$ cat src/rtl/tpu_job_sequencer.sv
// Job sequencer for the TPU top level: weight reload, UB row streaming and result-capture window.
// Optional perf counters are enabled with `define TPU_JOB_SEQUENCER_PERF_CNT_EN.
module tpu_job_sequencer #(
  parameter int ADDRESSSIZE      = 10,
  parameter int ADDRESSSIZE_fifo = 2,
  parameter int MATRIX_SIZE      = 64,
  parameter int WLOAD_CYCLES     = 2,
  parameter int RESULT_LAT       = 130
) (
  input  logic                        clk,
  input  logic                        rstn,
  input  logic                        start,
  input  logic [ADDRESSSIZE-1:0]      cfg_base_addr,
  input  logic [ADDRESSSIZE-1:0]      cfg_num_rows,
  input  logic [ADDRESSSIZE_fifo-1:0] cfg_w_sel,
  output logic [ADDRESSSIZE-1:0]      sram_address,
  output logic [ADDRESSSIZE_fifo-1:0] fifo_address,
  output logic                        we_rl,
  output logic                        valid_address,
  output logic                        busy,
  output logic                        done,
  output logic                        err
`ifdef TPU_JOB_SEQUENCER_PERF_CNT_EN
  ,
  output logic [31:0]                 perf_cycles,
  output logic [15:0]                 perf_jobs
`endif
);

  // Tick width leaves headroom above RESULT_LAT + MATRIX_SIZE so it never wraps.
  localparam int TW = ADDRESSSIZE + 9;
  localparam int WW = $clog2(WLOAD_CYCLES + 1);
  localparam logic [TW-1:0] MAX_ROWS = TW'(MATRIX_SIZE);
  localparam logic [TW-1:0] RL_T     = TW'(RESULT_LAT);
  localparam logic [WW-1:0] WL_LAST  = WW'(WLOAD_CYCLES - 1);

  typedef enum logic [1:0] {IDLE, WLOAD, RUN, DONE} state_t;

  state_t                 state_q, state_d;
  logic [ADDRESSSIZE-1:0] base_q, rows_q;
  logic [TW-1:0]          tick_q;
  logic [WW-1:0]          wl_cnt_q;

  logic [TW-1:0] rows_ext, last_tick, tick_nxt;
  logic          cfg_legal, accept, wl_last, run_last;

  function automatic logic in_win(input logic [TW-1:0] t, input logic [TW-1:0] n);
    return (t >= RL_T) && (t < RL_T + n);
  endfunction

  assign rows_ext  = TW'(rows_q);
  assign last_tick = RL_T + rows_ext - TW'(1);
  assign tick_nxt  = tick_q + TW'(1);
  assign cfg_legal = (cfg_num_rows != '0) && (TW'(cfg_num_rows) <= MAX_ROWS);
  assign accept    = (state_q == IDLE) && start && cfg_legal;
  assign wl_last   = (wl_cnt_q == WL_LAST);
  assign run_last  = (tick_q == last_tick);

  always_ff @(posedge clk or negedge rstn) begin
    if (!rstn) state_q <= IDLE;
    else       state_q <= state_d;
  end

  always_comb begin
    state_d = state_q;
    case (state_q)
      IDLE:    if (accept)   state_d = WLOAD;
      WLOAD:   if (wl_last)  state_d = RUN;
      RUN:     if (run_last) state_d = DONE;
      DONE:                  state_d = IDLE;
      default:               state_d = IDLE;
    endcase
  end

  always_ff @(posedge clk or negedge rstn) begin
    if (!rstn) begin
      base_q        <= '0;
      rows_q        <= '0;
      tick_q        <= '0;
      wl_cnt_q      <= '0;
      sram_address  <= '0;
      fifo_address  <= '0;
      we_rl         <= 1'b0;
      valid_address <= 1'b1;
      busy          <= 1'b0;
      done          <= 1'b0;
      err           <= 1'b0;
    end else begin
      done <= 1'b0;
      err  <= 1'b0;
      case (state_q)
        IDLE: begin
          if (accept) begin
            base_q       <= cfg_base_addr;
            rows_q       <= cfg_num_rows;
            fifo_address <= cfg_w_sel;
            busy         <= 1'b1;
            we_rl        <= 1'b1;
            wl_cnt_q     <= '0;
          end else if (start) begin
            err <= 1'b1;
          end
        end
        WLOAD: begin
          if (wl_last) begin
            we_rl         <= 1'b0;
            tick_q        <= '0;
            sram_address  <= base_q;
            valid_address <= !in_win('0, rows_ext);
          end else begin
            wl_cnt_q <= wl_cnt_q + WW'(1);
          end
        end
        RUN: begin
          if (run_last) begin
            done          <= 1'b1;
            valid_address <= 1'b1;
          end else begin
            tick_q <= tick_nxt;
            // Address issue and capture window advance independently off the same tick.
            if (tick_nxt < rows_ext)
              sram_address <= base_q + tick_nxt[ADDRESSSIZE-1:0];
            valid_address <= !in_win(tick_nxt, rows_ext);
          end
        end
        DONE: busy <= 1'b0;
        default: ;
      endcase
    end
  end

`ifdef TPU_JOB_SEQUENCER_PERF_CNT_EN
  logic [31:0] job_cyc_q;

  // job_cyc_q already counts the accept cycle; DONE adds the final one.
  always_ff @(posedge clk or negedge rstn) begin
    if (!rstn) begin
      job_cyc_q   <= '0;
      perf_cycles <= '0;
      perf_jobs   <= '0;
    end else begin
      case (state_q)
        IDLE: if (accept) job_cyc_q <= 32'd1;
        WLOAD, RUN: if (job_cyc_q != '1) job_cyc_q <= job_cyc_q + 32'd1;
        DONE: begin
          perf_cycles <= (job_cyc_q == '1) ? '1 : job_cyc_q + 32'd1;
          perf_jobs   <= perf_jobs + 16'd1;
        end
        default: ;
      endcase
    end
  end
`endif

endmodule

$ cat config.mk
export PLATFORM = sky130hd
export DESIGN_NAME = tpu_job_sequencer
export DESIGN_NICKNAME = d
export VERILOG_FILES = /design/src/rtl/tpu_job_sequencer.sv
export SDC_FILE = /design/constraint.sdc
export NUM_CORES = 1
export LEC_CHECK = 0
export CORE_MARGIN = 1.5
export CORE_UTILIZATION = 40
export DETAILED_ROUTE_END_ITERATION = 7
export MAX_ROUTING_LAYER = met4
export SYNTH_ARGS = -nofsm -noshare
export SYNTH_HDL_FRONTEND = slang
export SYNTH_SLANG_ARGS = --single-unit
$ cat constraint.sdc
create_clock -name clk -period 4.05 [get_ports clk]
set_clock_uncertainty 0.2 [all_clocks]
set_input_delay 1.0125 -clock clk [delete_from_list [all_inputs] [get_ports clk]]
set_output_delay 1.0125 -clock clk [all_outputs]
set_load 0.03 [all_outputs]
==> metrics list, run 1 <==
- In this run the number of H-tree levels came out at 3.
- Counting every sink on the clock net gives 60.
* Router iterations before antenna repair: 4
* CTS max path bufs: 2
* Top-count cell post-synth: sky130_fd_sc_hd__nand2_1
* Final number of max-transition violations: 0
- Smallest hold slack: 0.271 ns
- TritonCTS built the clock tree.
- After synthesis, the most frequently instantiated cells are 85 x sky130_fd_sc_hd__nand2_1, 59 x sky130_fd_sc_hd__dfrtp_1, 40 x sky130_fd_sc_hd__ha_1.
- In this run, CTS created clock tree buffers numbering 9.
- Initial antenna violation count: 0
- After clock tree synthesis, the clock-pin slew on the worst setup and hold paths is approximately 0.060 ns.
- Slew Limit Headroom: between 40% and 50%
- Sequence of cells on the critical path: inv_1 -> ha_1 -> inv_1 -> ha_1 -> nor2b_1 -> o211ai_1 -> nand3b_1 -> a2111oi_2 -> o21ai_0 -> or4b_4 -> a221oi_4 -> buf_6 -> mux2_2
- The number of hold violations in the final report came to 0.
- At the end of routability-driven placement, the weighted congestion stood at 0.917.
- Overall power: 4.03 mW
- Setup violations remaining at the end of the flow were counted as 0.
- Most area-hungry cell type in the Yosys netlist: sky130_fd_sc_hd__dfrtp_1
- Final worst-path cycle share: 94.8%
* Largest fanout of any net on the critical path: 10
- The number of antenna diodes in the final layout is 0.
- Number of buffers inserted by port buffering: a little over 40
* Worst slew pin tran: approximately 0.89 ns
* Number of hold buffers added after CTS: 0
- Half-perimeter wire length after detailed placement: approximately 9.4 mm
- Count of distinct cell types in the synthesized netlist: slightly below 70
- Floorplan core area: 11600 µm²
* Number of placement rows: 39
- In this design, the stage delay of the slowest critical-path cell is approximately 0.52 ns.
- The detailed router finished its first iteration with 295 violations.
- Clock latency on the worst-skew pair, taken at its later pin, is ~0.34 ns.
- The largest individual stage delay along the critical path comes from the cell sky130_fd_sc_hd__or4b_4.
- Relative to the synthesized area, the layout overhead comes to 19.4%.
- Yosys mapped a number of flops with a built-in enable equal to 0.
- Power spread over the standard cell area amounts to about 700 nW/µm².
* DRT antenna net count: 0
- Average vias per placed instance: 5.68
* Cell depth of the worst setup path: 13
- Type of the worst min-delay path: register to register
- Die H: approximately 110 µm
- Peak supply drop: 0.000386 V
- Global routing consumed, over all layers together, between 20% and 30% of the routing resources.
- Remaining global-route overflow: 0
* Category of the worst setup path launch point: register
- Cell chosen for the clock root: sky130_fd_sc_hd__clkbuf_16
* Run status: complete, no violations
* Static leakage: between 2 and 3 nW
- Measured along the x axis, the die boundary spans 113 µm.
* Family of cells with the greatest summed delay on the critical path: compound AO/OA/AOI/OAI gates
- Worst Path Arrival: approximately 3.9 ns
- Net count of the mapped netlist: between 600 and 700
- Routed Wire Length: 12.6 mm
- The worst hold path was traced through 2 stages.
- Post-layout min period: just under 4 ns
- Post-CTS resize count: 0
* Via count of the first global-routing pass: around 4300
- Area share of the leading cell type in the synthesized netlist: between 30% and 40%
* Required time of the critical path: ~4.1 ns
- The number of cells on the worst reg-to-reg path is 13.
* Number of I/O pins: 42
- Critical path class: register to register
* Warning count from the yosys run: 0
* Cell area after synthesis: 4810 µm²
- Together, buffers and inverters on the worst path number 3.
- Synthesis handed over a netlist of ~560 instances.
- In the post-synthesis netlist, the biggest area contributors are sky130_fd_sc_hd__dfrtp_1 31%, sky130_fd_sc_hd__ha_1 10%, sky130_fd_sc_hd__nand2_1 6.6%.
- In the final layout, the share of cells above drive strength 1 is between 10% and 20%.
- Share of async-settable or async-resettable flops after synthesis: 100%
* Maximum number of pins on one net before global-route repair: 61
* Die ar.: between 10000 and 15000 µm²
- After synthesis the netlist holds a flip-flop and latch count of 60.
- For this run, the register share of the synthesized area comes to 31.3%.
- Once the clock tree was built, the setup fixing pass inserted 0 buffers.
- Synth Area per Inst: between 8 and 9 µm²
- Number of nets at the end of the flow: around 660
- The worst setup path is captured at a register.
- Highest clock rate: between 200 and 300 MHz
* DR vias: approximately 4200
* First-pass GRT wire length: 21.3 mm
- Number of max-capacitance violations reported: 0
* Post-detailed-route DRC marker count: 0
- Setup repair after global routing left no endpoint under its margin.
* Initial core utilization: 41.6%
- Setup total negative slack: 0 ns
- The most used flip-flop cell after synthesis is sky130_fd_sc_hd__dfrtp_1.
* Routed length per instance: 17.0 µm
## state kept, by name, summed over array words and instances, names as in the netlist
register and flops:
state_q 2, sram_address 10, err 1, tick_q 19, base_q 10, rows_q 10
wl_cnt_q 2, busy 1, we_rl 1, valid_address 1, done 1, fifo_address 2
## worst reg2reg max path, cell delays in order (launching register included)
cell	delay, ns
sky130_fd_sc_hd__dfrtp_1	0.42
sky130_fd_sc_hd__inv_1	0.08
sky130_fd_sc_hd__ha_1	0.30
sky130_fd_sc_hd__inv_1	0.06
sky130_fd_sc_hd__ha_1	0.30
sky130_fd_sc_hd__nor2b_1	0.14
sky130_fd_sc_hd__o211ai_1	0.18
sky130_fd_sc_hd__nand3b_1	0.12
sky130_fd_sc_hd__a2111oi_2	0.38
sky130_fd_sc_hd__o21ai_0	0.17
sky130_fd_sc_hd__or4b_4	0.52
sky130_fd_sc_hd__a221oi_4	0.30
sky130_fd_sc_hd__buf_6	0.19
sky130_fd_sc_hd__mux2_2	0.35
## worst paths after layout
kind,to,startpoint,slack [ns]
max,sram_address[0],tick_q[1],0.21
min in group asynchronous,fifo_address[1],rstn,0.48
max in group asynchronous,valid_address,rstn,2.88
max reg2reg,sram_address[0],tick_q[1],0.21
min,fifo_address[0],fifo_address[0],0.27
min reg2reg,fifo_address[0],fifo_address[0],0.27
## cell usage in the layout (no fill, tap or decap), types with 4 or more instances in the layout
cell and n:
sky130_fd_sc_hd__nand2_1 85, sky130_fd_sc_hd__dfrtp_1 59, sky130_fd_sc_hd__clkdlybuf4s50_1 40, sky130_fd_sc_hd__ha_1 39
sky130_fd_sc_hd__inv_1 33, sky130_fd_sc_hd__o21ai_0 29, sky130_fd_sc_hd__nor2_1 27, sky130_fd_sc_hd__a21oi_1 27
sky130_fd_sc_hd__xnor2_1 24, sky130_fd_sc_hd__nand3_1 19, sky130_fd_sc_hd__mux2_2 17, sky130_fd_sc_hd__buf_4 17
sky130_fd_sc_hd__nor3_1 16, sky130_fd_sc_hd__clkbuf_16 9, sky130_fd_sc_hd__a211oi_1 8, sky130_fd_sc_hd__nand4_1 8
sky130_fd_sc_hd__xor2_1 8, sky130_fd_sc_hd__nor4_1 8, sky130_fd_sc_hd__and2_1 6, sky130_fd_sc_hd__nor2b_1 6
sky130_fd_sc_hd__o2111ai_1 6, sky130_fd_sc_hd__o211ai_1 6, sky130_fd_sc_hd__a21o_1 6, sky130_fd_sc_hd__mux2i_1 6
sky130_fd_sc_hd__o21a_1 5, sky130_fd_sc_hd__o22ai_1 5, sky130_fd_sc_hd__and3_1 4, sky130_fd_sc_hd__or2_2 4
sky130_fd_sc_hd__or3_1 4, sky130_fd_sc_hd__or3b_2 4, sky130_fd_sc_hd__nand3b_1 4
## cell families after synthesis
family / synth area share, %
adders and majority gates: 10.8
xor gates and xnor gates: 7.24
buffers and inverters: 5.08
DFF: 31.3
and+or+nand+nor: 22.9
AOI/OAI and AO/OA: 17.4
muxes: 5.23
## layout make-up
type | instances | area, µm²
Clock buffer | 10 | 229
Clock inverter | 6 | 65.1
Fill cell | 1109 | 5830
Inverter | 33 | 124
Multi-Input combinational cell | 434 | 3080
Sequential cell | 60 | 1500
Tap cell | 143 | 179
Timing Repair Buffer | 60 | 564
## power breakdown
part,internal [mW],switching (mW)
sequential,0.783,0.221
combinational,0.978,1.28
clock,0.476,0.292
total,2.24,1.79
## per-layer routing
metal	part of all wire (%)	global-route usage, %	vias to the layer above
met2	46	34.2	88
met3	3.4	3.08	18
met4	2.3	9.70	0
li1	-	-	2089
met5	0	-	-
met1	49	28.8	2043
## stage by stage
| step | utilization, % | setup WS [ns] | area, µm² | instances |
|---|---|---|---|---|
| floorplan | - | 0.433 | 4810 | 556 |
| global placement | 47.0 | 0.316 | 5430 | 730 |
| detailed placement | 47.0 | 0.177 | 5430 | 730 |
| CTS | 49.5 | 0.0358 | 5730 | 746 |
| global route | 49.6 | 0.0312 | 5740 | 746 |
| finish | 49.6 | 0.209 | 5740 | 746 |
(Power assumes the default switching activity.)
==> inputs of run 2 (changes only) <==
Settings changed: CTS_BUF_LIST set to sky130_fd_sc_hd__clkbuf_16.
==> run 2 against run 1 <==
- non-clock buffer count is the same
- first-iteration DRC count decreased by 2.0%
- count of clock-buffer cells in the layout fell by 1
- die area is the same
- critical endpoint unchanged
- via count is the same
- cell count unchanged
- power barely moved
- sequential power is essentially flat
- routed wire length is the same
- combinational power hardly changed
- clock power barely moved
- utilization stayed put
==> metrics list, run 2 (synthesis results as in run 1) <==
- Run status: complete, no violations (unchanged).
* Number of cells on the worst reg-to-reg path: 13 (unchanged)
- Largest fanout of any net on the critical path: 10 (unchanged)
- Overall power: 4.02 mW (was 4.03 mW)
- Weighted congestion reported at the end of routability-driven placement: 0.917 (unchanged)
- Sequence of cells on the critical path: inv_1 -> ha_1 -> inv_1 -> ha_1 -> nor2b_1 -> o211ai_1 -> nand3b_1 -> a2111oi_2 -> o21ai_0 -> or4b_4 -> a221oi_4 -> buf_6 -> mux2_2 (unchanged)
* Number of placement rows: 39 (unchanged)
- Via count of the first global-routing pass: 4263 (unchanged)
* Type of the worst min-delay path: register to register (unchanged)
- Met1 Routed Length: 6.15 mm (unchanged)
- Total setup buffers inserted after CTS: 0 (unchanged)
- The launch point of the worst reg-to-reg path was tick_q[1] (unchanged).
- The sink of the worst hold path is fifo_address[0] (unchanged).
* Startpoint of the tightest hold check path: fifo_address[0] (unchanged)
* Setup repair after global routing missed its margin: false (unchanged)
- The height of the chip is 113 µm (unchanged).
- The relative slew slack was 40.5% (unchanged).
* Antenna cells: 0 (unchanged)
* Clock net sink count: 60 (unchanged)
- Worst flop-to-flop path endpoint: sram_address[0] (unchanged)
- The number of buffers between clock root and the deepest sink came to 2 (unchanged).
- The top layer used by detailed routing is met4 (unchanged).
- The total setup violations reported at the end of the flow was 0 (unchanged).
* Initial core utilization: 41.6% (unchanged)
- The smallest hold slack came to 0.271 ns (about the same).
- Number of flip-flops under the largest register name: 19 (unchanged)
- Half-perimeter wire length after detailed placement: 9.40 mm (unchanged)
* Met3 routed wirelength: 435 µm (unchanged)
- The maximum vdd ir drop came to 0.000386 V (about the same).
* First-pass GRT wire length: 21.3 mm (unchanged)
- The total number of vias was 4238 (unchanged).
* Cell depth of the worst setup path: 13 (unchanged)
- The fraction of final layout cells sized beyond drive strength 1 came to 12.4% (unchanged).
- The detail-routed via count per cell is 5.68 (unchanged).
- The sum of routed wire length over all layers came to 12.6 mm (unchanged).
* Total routing resource utilization after global routing: 22.0% (unchanged)
- Number of hold buffers added after CTS: 0 (unchanged)
- The critical path's largest stage delay came to 0.52 ns (about the same).
- The number of clock buffers inserted by TritonCTS came to 9 (unchanged).
- The number of hold violations in the final report is 0 (unchanged).
- Buffering stage count on the worst path with inverters included: 3 (unchanged)
* Highest clock rate: 260 MHz (unchanged)
* Layout-stage area growth over the synthesis result: 19.4% (unchanged)
* Number of max-capacitance violations reported: 0 (unchanged)
* Number of buffers inserted by port buffering: 41 (unchanged)
- The static power due to leakage is 2.62 nW (was 2.61 nW).
- Worst Path Arrival: 3.87 ns (about the same)
* Final number of max-transition violations: 0 (unchanged)
* DRT antenna net count: 0 (unchanged)
- # fillers: 1109 (unchanged)
- Maximum number of pins on one net before global-route repair: 61 (unchanged)
- Endpoint kind of the worst setup timing path: register (unchanged)
* Number of I/O pins: 42 (unchanged)
- The register with the highest flop count is tick_q (unchanged).
* Router iterations before antenna repair: 4 (unchanged)
* Family of cells with the greatest summed delay on the critical path: compound AO/OA/AOI/OAI gates (unchanged)
* H-tree depth reported by CTS: 3 (unchanged)
- Post-CTS resize count: 0 (unchanged)
- The flop-to-flop setup slack came to 0.21 ns (about the same).
* Commonest cells after routing, fill and taps aside: 85 x sky130_fd_sc_hd__nand2_1, 59 x sky130_fd_sc_hd__dfrtp_1, 40 x sky130_fd_sc_hd__clkdlybuf4s50_1 (unchanged)
- Setup total negative slack: 0 ns (unchanged)
- Power density cells: 701 nW/µm² (about the same)
- Post-detailed-route DRC marker count: 0 (unchanged)
- The commonest non-fill, non-tap cell in the layout is sky130_fd_sc_hd__nand2_1 (unchanged).
- Required time of the critical path: 4.08 ns (about the same)
- The number of antenna violations at the first check in global routing came to 0 (unchanged).
* Reg clk slew, reported paths: 0.06 ns (about the same)
* Die ar.: 12700 µm² (unchanged)
* Number of nets at the end of the flow: 664 (unchanged)
- Die extent in x: 113 µm (unchanged)
- Highest-delay cell along the critical path: sky130_fd_sc_hd__or4b_4 (unchanged)
- The total global routing overflow is 0 (unchanged).
* Worst-Skew Late Latency: 0.34 ns (about the same)
* Worst slew pin tran: 0.892 ns (unchanged)
* Drt first-iter violations: 289 (was 295)
- The CTS root buffer is sky130_fd_sc_hd__clkbuf_16 (unchanged).
- The number of stages on the worst hold path was 2 (unchanged).
- Routed length per instance: 17.0 µm (unchanged)
- Clock tree from TritonCTS: yes (unchanged)
- Critical path class: register to register (unchanged)
- The met2 wire length came to 5.77 mm (unchanged).
* Category of the worst setup path launch point: register (unchanged)
* Post-layout min period: 3.84 ns (unchanged)
- Floorplan core area: 11600 µm² (unchanged)
* Final worst-path cycle share: 94.8% (unchanged)
run 2: changes by cell type in the layout (fill, tap and decap cells not counted):
| cell | before | now |
|---|---|---|
| sky130_fd_sc_hd__clkbuf_1 | 1 | 0 |
| sky130_fd_sc_hd__inv_1 | 33 | 34 |
run 2: where the power goes:
group	switching (mW)	leakage, nW	internal (mW)
Sequential	0.221	0.772	0.783
Combinational	1.28	1.70	0.978
Clock	0.292	0.147	0.473
run 2: routing by layer:
| metal | vias up | GRT usage (%) |
|---|---|---|
| li1 | 2089 | - |
| met1 | 2043 | 28.8 |
| met2 | 88 | 34.2 |
| met3 | 18 | 3.08 |
| met4 | 0 | 9.70 |
| met5 | - | - |
run 2: layout make-up:
type | count | area, µm² | area share [%]
Multi-Input combinational cell | 434 | 3080 | 53.6
Sequential cell | 60 | 1500 | 26.2
Timing Repair Buffer | 60 | 564 | 9.83
Clock buffer | 9 | 225 | 3.92
Tap cell | 143 | 179 | 3.12
Inverter | 33 | 124 | 2.16
Clock inverter | 7 | 68.8 | 1.20
run 2: how the worst max path moves through the flow:
stage                                 end       from
after floorplan           sram_address[0]  tick_q[1]
after global placement    sram_address[1]  tick_q[1]
after detailed placement  sram_address[3]  tick_q[1]
after CTS                 sram_address[3]  tick_q[0]
after global routing      sram_address[3]  tick_q[1]
final                     sram_address[0]  tick_q[1]
run 2: metrics by stage:
step	util (%)	area (µm²)	cells	setup WS [ns]
5_1_grt	49.6	5740	746	0.0312
3_3_place_gp	47.0	5430	730	0.316
2_1_floorplan	-	4810	556	0.433
3_5_place_dp	47.0	5430	730	0.177
4_1_cts	49.5	5730	746	0.0358
6_report	49.6	5740	746	0.209
run 2: tightest hold or removal path: stages, from the launching register on:
cell and delay [ns]:
sky130_fd_sc_hd__dfrtp_1 0.34, sky130_fd_sc_hd__nand2_1 0.05, sky130_fd_sc_hd__nand2_1 0.05
==> RTL change: new RTL, config.mk and constraints of run 1 <==
The 4 states of `state_t` get a one-hot encoding in 4 bits.
--- a/src/rtl/tpu_job_sequencer.sv
+++ b/src/rtl/tpu_job_sequencer.sv
@@ -34,7 +34,7 @@
   localparam logic [TW-1:0] RL_T     = TW'(RESULT_LAT);
   localparam logic [WW-1:0] WL_LAST  = WW'(WLOAD_CYCLES - 1);
 
-  typedef enum logic [1:0] {IDLE, WLOAD, RUN, DONE} state_t;
+  typedef enum logic [3:0] {IDLE = 4'b0001, WLOAD = 4'b0010, RUN = 4'b0100, DONE = 4'b1000} state_t;
 
   state_t                 state_q, state_d;
   logic [ADDRESSSIZE-1:0] base_q, rows_q;
Formal check against the unedited RTL: no difference found for any inputs over 10 cycles, from zero or initial values and one cycle with rstn low; not proved beyond that.
==> RTL change against run 1 <==
Core utilization down 0.084 points. Final area decreased by 5.6%. Worst setup slack better by 0.12 ns. Worst hold slack better by 0.024 ns. Synthesized area down 5.8%. Cell count shrank 12%. Routed wire length is 18% lower. Critical path depth down 1. Sequential cell count up 2. Synthesized cell count is 15% lower. Count of clock-buffer cells in the layout is 1 higher.
Power is not compared: it rests on default switching activity, and its combinational part moved more than twofold at a synthesized area within 25%.
==> RTL change: results (changes against run 1) <==
metric	value	unit	change
grt_pass1_wl	17.90	mm	was 21.32 mm
min_path_type	reg -> reg		unchanged
irDropWorstVdd	209.7	µV	
drt_iter0_markers	146		was 295
yosysUniqueCellTypes	68		was 69
drive_above_1_share	14.64	%	was 12.44%
dp.cells	643		was 730
outcome	completed		unchanged
viasPerCell	5.480		was 5.681
port_buffers	41		unchanged
top_register	tick_q		unchanged
synthTopCellsByCount	dfrtp_1 (60), nand2_1 (44), ha_1 (35)		was nand2_1 (85), dfrtp_1 (59), ha_1 (40)
stdcell_count	659		was 746
syn-num-nets	535		was 622
cp_data_arrival_time	3.74	ns	was 3.87 ns
first_global_vias	3577		was 4263
clockBufferDepth	2		unchanged
routabilityCongestion	0.9151		was 0.9168
grt_max_degree	63		was 61
worst_pin_slew	0.8150	ns	was 0.8918 ns
grt.total_usage	19.92	%	was 22.05%
yosysSeqAreaShare	34.30	%	was 31.26%
synth.top_cells.by_area	dfrtp_1 (33%), ha_1 (9.7%), mux2_2 (4.7%)		was dfrtp_1 (31%), ha_1 (10%), nand2_1 (6.6%)
hpwl	7.873	mm	was 9.403 mm
fin_nets	575		was 664
avgSynthCellArea	9.558	µm²	was 8.646 µm²
wl	10.43	mm	was 12.65 mm
fillerInstances	1042		was 1109
-- RTL change: cell count changes after synthesis, moves of 6 or more --
| cell | before | now |
|---|---|---|
| nand2_1 | 85 | 44 |
| o2111ai_1 | 6 | 0 |
| o21ai_0 | 29 | 22 |
| xor2_1 | 8 | 15 |
| clkbuf_1 | 22 | 12 |
| nor2_1 | 27 | 14 |
| mux2_4 | 0 | 10 |
-- RTL change: area by class of cell --
class                   count  area (µm²)  share of cell area (%)
clock buffers              11       252.7                   4.665
flip-flops and latches     62        1555                   28.71
multi-input cells         362        2771                   51.15
inverters                  29       108.9                   2.009
clock inverters             5       81.33                   1.501
repair buffers             50       473.0                   8.730
well taps                 140       175.2                   3.233
-- RTL change: where the power goes --
part	internal (mW)	switching [mW]
Combinational	0.0212	0.0171
Sequential	0.620	0
Clock	0.572	0.295
-- RTL change: worst max-delay path, cell delays in order (launching register included) --
cell and delay (ns):
dfrtp_1 0.43, ha_1 0.23, nand3_2 0.14, or3_1 0.52
nand2_1 0.14, nand2_1 0.11, ha_1 0.32, a21o_1 0.16
a2111oi_1 0.42, nand3_1 0.19, a21oi_4 0.17, buf_4 0.25
mux2_4 0.32
-- RTL change: metal layers --
layer / GRT usage [%] / routed length (µm) / vias to the layer above
met3: 3.734 / 389 / 15
li1: - / - / 1808
met4: 6.308 / 154 / 0
met2: 30.61 / 4785 / 68
met5: - / 0 / -
met1: 26.54 / 5103 / 1720
-- RTL change: final timing paths --
| kind | slack (ns) | to | cells after the start | from |
|---|---|---|---|---|
| worst min-delay path | 0.30 | wl_cnt_q[1] | 2 | wl_cnt_q[1] |
| worst min register to register | 0.30 | wl_cnt_q[1] | 2 | wl_cnt_q[1] |
| worst max register to register | 0.33 | sram_address[3] | 12 | tick_q[1] |
| min in group asynchronous | 0.66 | fifo_address[1] | 2 | rstn |
| worst max-delay path | 0.33 | sram_address[3] | 12 | tick_q[1] |
| max in group asynchronous | 2.41 | tick_q[0] | 2 | rstn |
-- RTL change: stage by stage --
stage / setup WS [ns] / cell area (µm²)
CTS: 0.2620 / 5415
detailed placement: 0.2963 / 5081
floorplan: 0.5906 / 4531
global route: 0.04589 / 5418
finish: 0.3315 / 5418
global placement: 0.4200 / 5081
-- RTL change: logic make-up (layout without fill, tap and decap cells) --
logic type | after synthesis | in the layout | synth area share (%)
adder cells (fa/ha/maj) | 36 | 36 | 10.11
multiplexers | 30 | 30 | 8.257
flip-flops | 62 | 62 | 34.30
buffers and inverters | 50 | 95 | 4.556
AO/OA/AOI/OAI | 101 | 101 | 15.71
AND/OR/NAND/NOR | 157 | 157 | 18.81
XOR/XNOR | 38 | 38 | 8.257
-- RTL change: repair_timing --
item / CTS / global route
endpoints found under the setup margin: 0 / 10
setup buffers: 0 / 0
resized for setup: 0 / 2
